===== src/rtl/tube_frame_scheduler_pkg.sv =====
// Shared codes and state encoding for the seven-segment frame scheduler.
// Glyph codes use bit order {dp,g,f,e,d,c,b,a}.
package tube_frame_scheduler_pkg;

  localparam logic [7:0] SEG_NULL = 8'h00;
  localparam logic [7:0] SEG_0    = 8'h3F;
  localparam logic [7:0] SEG_1    = 8'h06;
  localparam logic [7:0] SEG_2    = 8'h5B;
  localparam logic [7:0] SEG_3    = 8'h4F;
  localparam logic [7:0] SEG_4    = 8'h66;
  localparam logic [7:0] SEG_5    = 8'h6D;
  localparam logic [7:0] SEG_6    = 8'h7D;
  localparam logic [7:0] SEG_7    = 8'h07;
  localparam logic [7:0] SEG_8    = 8'h7F;
  localparam logic [7:0] SEG_9    = 8'h6F;
  localparam logic [7:0] SEG_A    = 8'h77;
  localparam logic [7:0] SEG_C    = 8'h39;
  localparam logic [7:0] SEG_D    = 8'h5E;
  localparam logic [7:0] SEG_E    = 8'h79;
  localparam logic [7:0] SEG_F    = 8'h71;
  localparam logic [7:0] SEG_G    = 8'h3D;
  localparam logic [7:0] SEG_DASH = 8'h40;

  typedef enum logic [1:0] {
    S_IDLE  = 2'd0,
    S_BLANK = 2'd1,
    S_SHOW  = 2'd2
  } state_t;

  function automatic int max_int(input int a, input int b);
    return (a > b) ? a : b;
  endfunction

endpackage


===== src/rtl/tube_scan_timer.sv =====
// Phase timer: counts cycles within the current BLANK/SHOW phase and flags
// the last cycle of that phase. load forces the next count to zero.
module tube_scan_timer #(
  parameter int W            = 3,
  parameter int DIV_CYCLES   = 4,
  parameter int BLANK_CYCLES = 2
) (
  input  logic         clk,
  input  logic         rst,
  input  logic         load,
  input  logic         show,
  output logic [W-1:0] count_next,
  output logic         tc
);

  localparam logic [W-1:0] DIV_LAST   = W'(DIV_CYCLES - 1);
  localparam logic [W-1:0] BLANK_LAST = W'(BLANK_CYCLES - 1);

  logic [W-1:0] count;

  assign count_next = load ? '0 : count + W'(1);
  assign tc         = (count == (show ? DIV_LAST : BLANK_LAST));

  always_ff @(posedge clk) begin
    if (rst) count <= '0;
    else     count <= count_next;
  end

endmodule


===== src/rtl/tube_frame_scheduler.sv =====
// Double-buffered 8-digit seven-segment scanner: frames land in a pending
// buffer and swap into the displayed buffer only at a scan boundary.
module tube_frame_scheduler
  import tube_frame_scheduler_pkg::*;
#(
  parameter int         DIV_CYCLES   = 100000,
  parameter int         BLANK_CYCLES = 1000,
  parameter logic [7:0] BLANK_CODE   = SEG_NULL
) (
  input  logic        clk,
  input  logic        rst,
  input  logic        enable,
  input  logic [63:0] frame_data,
  input  logic        frame_valid,
  output logic        frame_ready,
  output logic [7:0]  seg_en,
  output logic [7:0]  seg_outl,
  output logic [7:0]  seg_outr,
  output logic        frame_done
);

  localparam int             W        = $clog2(max_int(DIV_CYCLES, BLANK_CYCLES) + 1);
  localparam logic [W-1:0]   DIV_LAST = W'(DIV_CYCLES - 1);

  state_t          state, state_d;
  logic [1:0]      slot, slot_d;
  logic            load, tc;
  logic [W-1:0]    count_next;

  logic [63:0]     pending;
  logic            pending_full;
  logic [7:0][7:0] shadow;
  logic            boundary, xfer;

  logic [7:0]      en_d, outl_d, outr_d;
  logic            done_d;

  tube_scan_timer #(
    .W            (W),
    .DIV_CYCLES   (DIV_CYCLES),
    .BLANK_CYCLES (BLANK_CYCLES)
  ) u_timer (
    .clk        (clk),
    .rst        (rst),
    .load       (load),
    .show       (state == S_SHOW),
    .count_next (count_next),
    .tc         (tc)
  );

  // Last cycle of SHOW slot 3 closes the scan frame.
  assign boundary = (state == S_SHOW) && (slot == 2'd3) && tc;
  assign xfer     = pending_full && ((state == S_IDLE) || (boundary && enable));

  always_comb begin
    state_d = state;
    slot_d  = slot;
    if (!enable) begin
      state_d = S_IDLE;
      slot_d  = 2'd0;
    end else begin
      case (state)
        S_IDLE: begin
          state_d = S_BLANK;
          slot_d  = 2'd0;
        end
        S_BLANK: if (tc) state_d = S_SHOW;
        S_SHOW: if (tc) begin
          state_d = S_BLANK;
          slot_d  = slot + 2'd1;
        end
        default: begin
          state_d = S_IDLE;
          slot_d  = 2'd0;
        end
      endcase
    end
    load = (state_d != state) || (state_d == S_IDLE);
  end

  // Outputs are computed from the next state so they line up with it.
  // ~slot_d selects digit 3-k; with bit 2 set it selects 7-k.
  always_comb begin
    en_d   = '0;
    outl_d = BLANK_CODE;
    outr_d = BLANK_CODE;
    done_d = 1'b0;
    if (state_d == S_SHOW) begin
      en_d[{1'b1, ~slot_d}] = 1'b1;
      en_d[{1'b0, ~slot_d}] = 1'b1;
      outl_d = shadow[{1'b1, ~slot_d}];
      outr_d = shadow[{1'b0, ~slot_d}];
      done_d = (slot_d == 2'd3) && (count_next == DIV_LAST);
    end
  end

  always_ff @(posedge clk) begin
    if (rst) begin
      state      <= S_IDLE;
      slot       <= 2'd0;
      seg_en     <= '0;
      seg_outl   <= BLANK_CODE;
      seg_outr   <= BLANK_CODE;
      frame_done <= 1'b0;
    end else begin
      state      <= state_d;
      slot       <= slot_d;
      seg_en     <= en_d;
      seg_outl   <= outl_d;
      seg_outr   <= outr_d;
      frame_done <= done_d;
    end
  end

  // Capture needs an empty pending buffer and transfer needs a full one,
  // so the two never collide.
  always_ff @(posedge clk) begin
    if (rst) begin
      pending      <= '0;
      pending_full <= 1'b0;
      shadow       <= {8{BLANK_CODE}};
    end else if (frame_valid && !pending_full) begin
      pending      <= frame_data;
      pending_full <= 1'b1;
    end else if (xfer) begin
      shadow       <= pending;
      pending_full <= 1'b0;
    end
  end

  assign frame_ready = !pending_full;

endmodule

===== config.mk =====
export PLATFORM = sky130hd
export DESIGN_NAME = tube_frame_scheduler
export DESIGN_NICKNAME = d
export VERILOG_FILES = /design/src/rtl/tube_frame_scheduler_pkg.sv /design/src/rtl/tube_scan_timer.sv /design/src/rtl/tube_frame_scheduler.sv
export SDC_FILE = /design/constraint.sdc
export NUM_CORES = 1
export LEC_CHECK = 0
export BUFFER_PORTS_ARGS = -buffer_cell sky130_fd_sc_hd__buf_2
export CAP_MARGIN = 20
export CORE_MARGIN = 5
export CORE_UTILIZATION = 45
export CTS_CLUSTER_SIZE = 12
export DETAILED_ROUTE_END_ITERATION = 10
export GPL_TIMING_DRIVEN = 0
export PLACE_DENSITY = 0.71
export REMOVE_ABC_BUFFERS = 1
export SYNTH_ARGS = -nofsm -noshare
export SYNTH_HDL_FRONTEND = slang
export SYNTH_SLANG_ARGS = --single-unit

===== constraint.sdc =====
create_clock -name clk -period 5.54 [get_ports clk]
set_input_delay 0.277 -clock clk [delete_from_list [all_inputs] [get_ports clk]]
set_output_delay 0.277 -clock clk [all_outputs]
set_load 0.02 [all_outputs]

# After elaboration in Yosys (flattened, before gate mapping)
# Cells that the tools add are included.
# classes
shifts,0
n_mux,19
n_addsub,2
n_mul,0
n_bitwise,4
magnitude_cmp,4
reduce_logical,16
div,0
n_eq_ne,8
# op_table
operator,n
$mux 17,2
$bmux 8 s2,2
$add 17x1->17 const B,1
$eq 17x17->1,1
$eq 17x17->1 const B,1
$mux 8,2
$mux 2,5
$eq 2x2->1 const B,4
$logic_and 1x1->1,8
$or 8x4->8,1
$pmux 2 s3,1
$demux 1 s2,2
$logic_not 2->1,2
$lt 2x4->1 const B,1
$lt 3x4->1 const B,1
$mux 1,4
$pmux 2 s2,1
$ge 3x1->1 const B,1
$add 2x1->2 const B,1
$eq 2x1->1 const B,1
$ge 2x1->1 const B,1
$logic_or 1x1->1,2
$ne 2x2->1,1
$not 1->1,2
5 further kinds,5
# word_totals
rom_bits,0
latchBits,0
n_memories,0
regBits,175
ram_bits,0
elab_cells,70
in_bits,68

# Longest topological paths before layout
# logic_depth
ltp_word,12
mapped_depth,11
mapped_depth_nobuf,8

# Modules after synthesis
# A second synthesis with hierarchy kept.
# unflattened
hier_cells,1016
area_unflattened_um2,7915.1
# modules_own_cells
module,instances,seq_area_each_um2,cells_per_inst,area_each_um2
tube_frame_scheduler,1,3083.0,890,6946.7
tube_scan_timer,1,340.3,126,968.4

# Worst setup path before layout
# No wires, ideal clock.
# synth_path
path_type,reg2reg
startpoint,register u_timer.count[11]
endpoint,register seg_outl[0]
required_time_ps,5478
setup_slack_ps,3043
stages_incl_launch_ff,9
t_arrival_ps,2436
cell_sequence,dfxtp_1 > or4_1 > and4bb_1 > buf_4 > mux2_2 > a21oi_2 > clkbuf_1 > o2111ai_1 > nand3_1
# synth_via
elab_chain_cells,7
# synth_rtl
item,line,source
start: declaration,tube_scan_timer.sv:19,logic [W-1:0] count;
start signal: assignment,tube_scan_timer.sv:26,else count <= count_next;
$eq 17x17->1 (*),tube_scan_timer.sv:22,assign tc = (count == (show ? DIV_LAST : BLANK_LAST));
"$mux 2, on equally long branches","tube_frame_scheduler.sv:68, tube_frame_scheduler.sv:67",
$pmux 2 s2 or $pmux 2 s3 (tied branches),tube_frame_scheduler.sv:62,case (state)
$mux 2,tube_frame_scheduler.sv:58,if (!enable) begin
$not 2->2 or $eq 2x2->1 (tied branches),"tube_frame_scheduler.sv:91, tube_frame_scheduler.sv:88",
$bmux 8 s2 or $not 1->1 (tied branches),--,
$mux 8 (not written as such) or $reduce_or 2->1 (tied branches),--,
end signal: assignment,tube_frame_scheduler.sv:109,seg_outl <= outl_d;
end: declaration,tube_frame_scheduler.sv:17,"output logic [7:0] seg_outl,"
# Mark *: on every way between the ends. The rest lies on a longest branch, timed or not. The select of a mux whose other input is x is not followed.
# A chain may end at the register's enable or synchronous reset.

# Worst setup path after layout
# layout_path
startpoint,register u_timer.count[11]
endpoint,register frame_done
# layout_via
elab_chain_cells,9
# layout_rtl
item,line,source
$eq 17x17->1,tube_scan_timer.sv:22,
"$mux 2, on equally long branches","tube_frame_scheduler.sv:68, tube_frame_scheduler.sv:67",
$pmux 2 s3,tube_frame_scheduler.sv:62,
$mux 2,tube_frame_scheduler.sv:58,
$ne 2x2->1 or $logic_not 2->1 (tied branches),tube_frame_scheduler.sv:78,load = (state_d != state) || (state_d == S_IDLE);
$logic_or 1x1->1,tube_frame_scheduler.sv:78,
$mux 17,tube_scan_timer.sv:21,assign count_next = load ? '0 : count + W'(1);
$eq 17x17->1,tube_frame_scheduler.sv:93,done_d = (slot_d == 2'd3) && (count_next == DIV_LAST);
$logic_and 1x1->1,tube_frame_scheduler.sv:93,
end signal: assignment,tube_frame_scheduler.sv:111,frame_done <= done_d;
end: declaration,tube_frame_scheduler.sv:19,output logic frame_done
# Several ways; a longest one is shown, not always the timed one.

==> metrics.yaml <==
fin_util_pct: 54.57
timing.final.crit_share_pct: 60.19
setup_violations: 0
fin_nets: 977
post_cts_resized: 0
ff2ff_setup_slack_ps: 2210
slew_viol_final: 0
ys_seq_elements: 171
fin_skew_ps: 14.25
crit_chain: "or4_1 -> and4bb_1 -> mux2_2 -> a21oi_2 -> nand3_1 -> nor4_2"
clk_latency_ps: 430
drc: 0
hold_depth: 3
grt_pass1_vias: 5302
r2r-start: "u_timer.count[11]"
gr-usage-all-layers_pct: 18.09
required_ps: 5880
grt-ovfl-total: 0
clkTransAtPathRegs_ps: 70
die-area_sq_mm: 0.01753
final_common_cell: "nand2_1"
hold_viol: 0
mostFrequentLayoutCells: "nand2_1, dfxtp_1, a21oi_1"
chipWidth_um: 132.4
slowest_delay_ps: 840
start_util_pct: 46.22
yosysSeqAreaShare_pct: 50.77
drive_gt1_share_pct: 16.16
gp_congestion: 0.8601
grt_pass1_wl_mm: 26.21
numCtsBuffers: 17
synth.distinct_cells: 50
synth.cell_area_sq_mm: 0.006743
clock_sinks: 171
yosysWarnings: 0
grt_max_degree: 70
vias_per_cell: 5.175
reg2regPathDepth: 6
dp_cells: 1067
syn_inst: 849
io_buffers: 93
firstDrtPassIters: 4
hold_end: "pending[60]"
ir_drop_mv: 0.2289
diodes: 0
p_leak_nw: 3.112
cts_hold_repair.buffers: 0
antenna_found_initial: 0
cts_htree_levels: 4
multiInputGateArea_sq_mm: 0.003027
hold_slack_ps: 70.45
powerDensity_mw_per_mm2: 337.2
rsz0062_at_grt: "no"
boundaryPins: 94
outcome: "complete, no violations"
crit_type: "reg2reg"
ant_nets: 0
layoutNonFillerInstCount: 1100
regArea_sq_mm: 0.003423
setup_tns_ps: 0
yosys_most_used_dff: "dfxtp_1"
cp.arrival_ps: 3680
cp_max_fo: 19
min_from: "frame_data[60]"
fillCellCount: 1391
totalWireLength_mm: 15.66
syn_area_per_cell_sq_um: 7.942
period_minus_slack_ps: 3335
start_kind: "register"
reg2reg_to: "frame_done"
root_buffer: "clkbuf_16"
fmax_mhz: 299.9
synth_edf_count: 0
core_sq_mm: 0.01459
routedWlPerCell_um: 14.24
fp.dieH_um: 132.4
postCtsSetupBuffers: 0
rows: 44
area_delta_synth_final_pct: 18.07
min_path_type: "in2reg"
drv_cap: 0
endpoint_kind: "register"
async_flop_share_pct: 0
worst-slew-pin-transition_ps: 1114
num_vias: 5692
drt_iter0_drc: 491
dpl.hpwl_mm: 9.727
slowest_stage: "a21oi_2"
cts_tree: "done"
finalPower_mw: 2.685
clock_path_buffers: 2
relSlewSlack_pct: 25.74
## area by class of cell
| type | instances | share of cell area, % |
|---|---|---|
| Sequential cell | 171 | 43.00 |
| Multi-Input combinational cell | 605 | 38.02 |
| Timing Repair Buffer | 100 | 7.905 |
| Clock buffer | 18 | 5.516 |
| Tap cell | 184 | 2.892 |
| Clock inverter | 14 | 2.295 |
| Inverter | 8 | 0.3772 |
## state kept, by name, indices dropped and copies added, names as in the netlist
name	count
seg_en	4
state	2
pending_full	1
frame_done	1
pending	64
u_timer.count	17
shadow	64
slot	2
seg_outr	8
seg_outl	8
## where the power goes
group | internal, mW | switching, mW | total (mW)
sequential | 1.27 | 0.0191 | 1.29
clock | 0.733 | 0.516 | 1.25
combinational | 0.0566 | 0.0931 | 0.150
## critical path, delay by kind of cell (launching register included)
kind / cells / cell delay (ps)
DFF: 1 / 350
and+or+nand+nor: 4 / 1640
AOI/OAI and AO/OA: 1 / 840
muxes: 1 / 420
## Yosys cell counts, types with 3 or more instances
master / instances / area, sq um
a21oi_1: 133 / 665.6
and2_1: 6 / 37.54
and3_1: 4 / 25.02
buf_1: 5 / 18.77
buf_2: 17 / 85.08
buf_4: 6 / 45.04
clkbuf_1: 37 / 138.9
dfxtp_1: 171 / 3423
ha_1: 6 / 75.07
inv_1: 8 / 30.03
nand2_1: 274 / 1028
nand2b_1: 3 / 18.77
nand3_1: 57 / 285.3
nand4_1: 4 / 25.02
nor2_1: 28 / 105.1
nor4bb_1: 3 / 30.03
o2111ai_1: 16 / 140.1
or3_1: 17 / 106.4
or4_1: 3 / 22.52
xnor2_1: 5 / 43.79
xor2_1: 10 / 87.58
## worst max path at each step
| stage | from | depth (start not counted) | endpoint |
|---|---|---|---|
| 2_1_floorplan | u_timer.count[11] | 6 | frame_done |
| 3_3_place_gp | rst | 7 | frame_done |
| 3_5_place_dp | u_timer.count[11] | 6 | seg_outl[2] |
| 4_1_cts | u_timer.count[11] | 6 | seg_outl[2] |
| 5_1_grt | u_timer.count[11] | 6 | frame_done |
| 6_report | u_timer.count[11] | 6 | frame_done |
## logic make-up after synthesis
logic type	synth area share, %
and+or+nand+nor	27.52
DFF	50.77
AOI/OAI and AO/OA	13.40
buffers and inverters	4.713
xor gates and xnor gates	1.948
adders and majority gates	1.113
muxes	0.5381
## per-layer routing
metal	track usage (%)	share of wire, %	up-vias
met5	0	0	-
met4	6.844	1.1	0
met3	3.189	4.3	14
met2	29.47	49	119
met1	24.03	46	2605
li1	-	-	2954
## per-stage QoR
stage	worst slack [ps]	instance area [sq um]
finish	2205	7961
global route	1981	7961
CTS	1862	7950
detailed placement	1886	7328
global placement	-527.8	7151
floorplan	1532	6455
(Power assumes the default switching activity.)
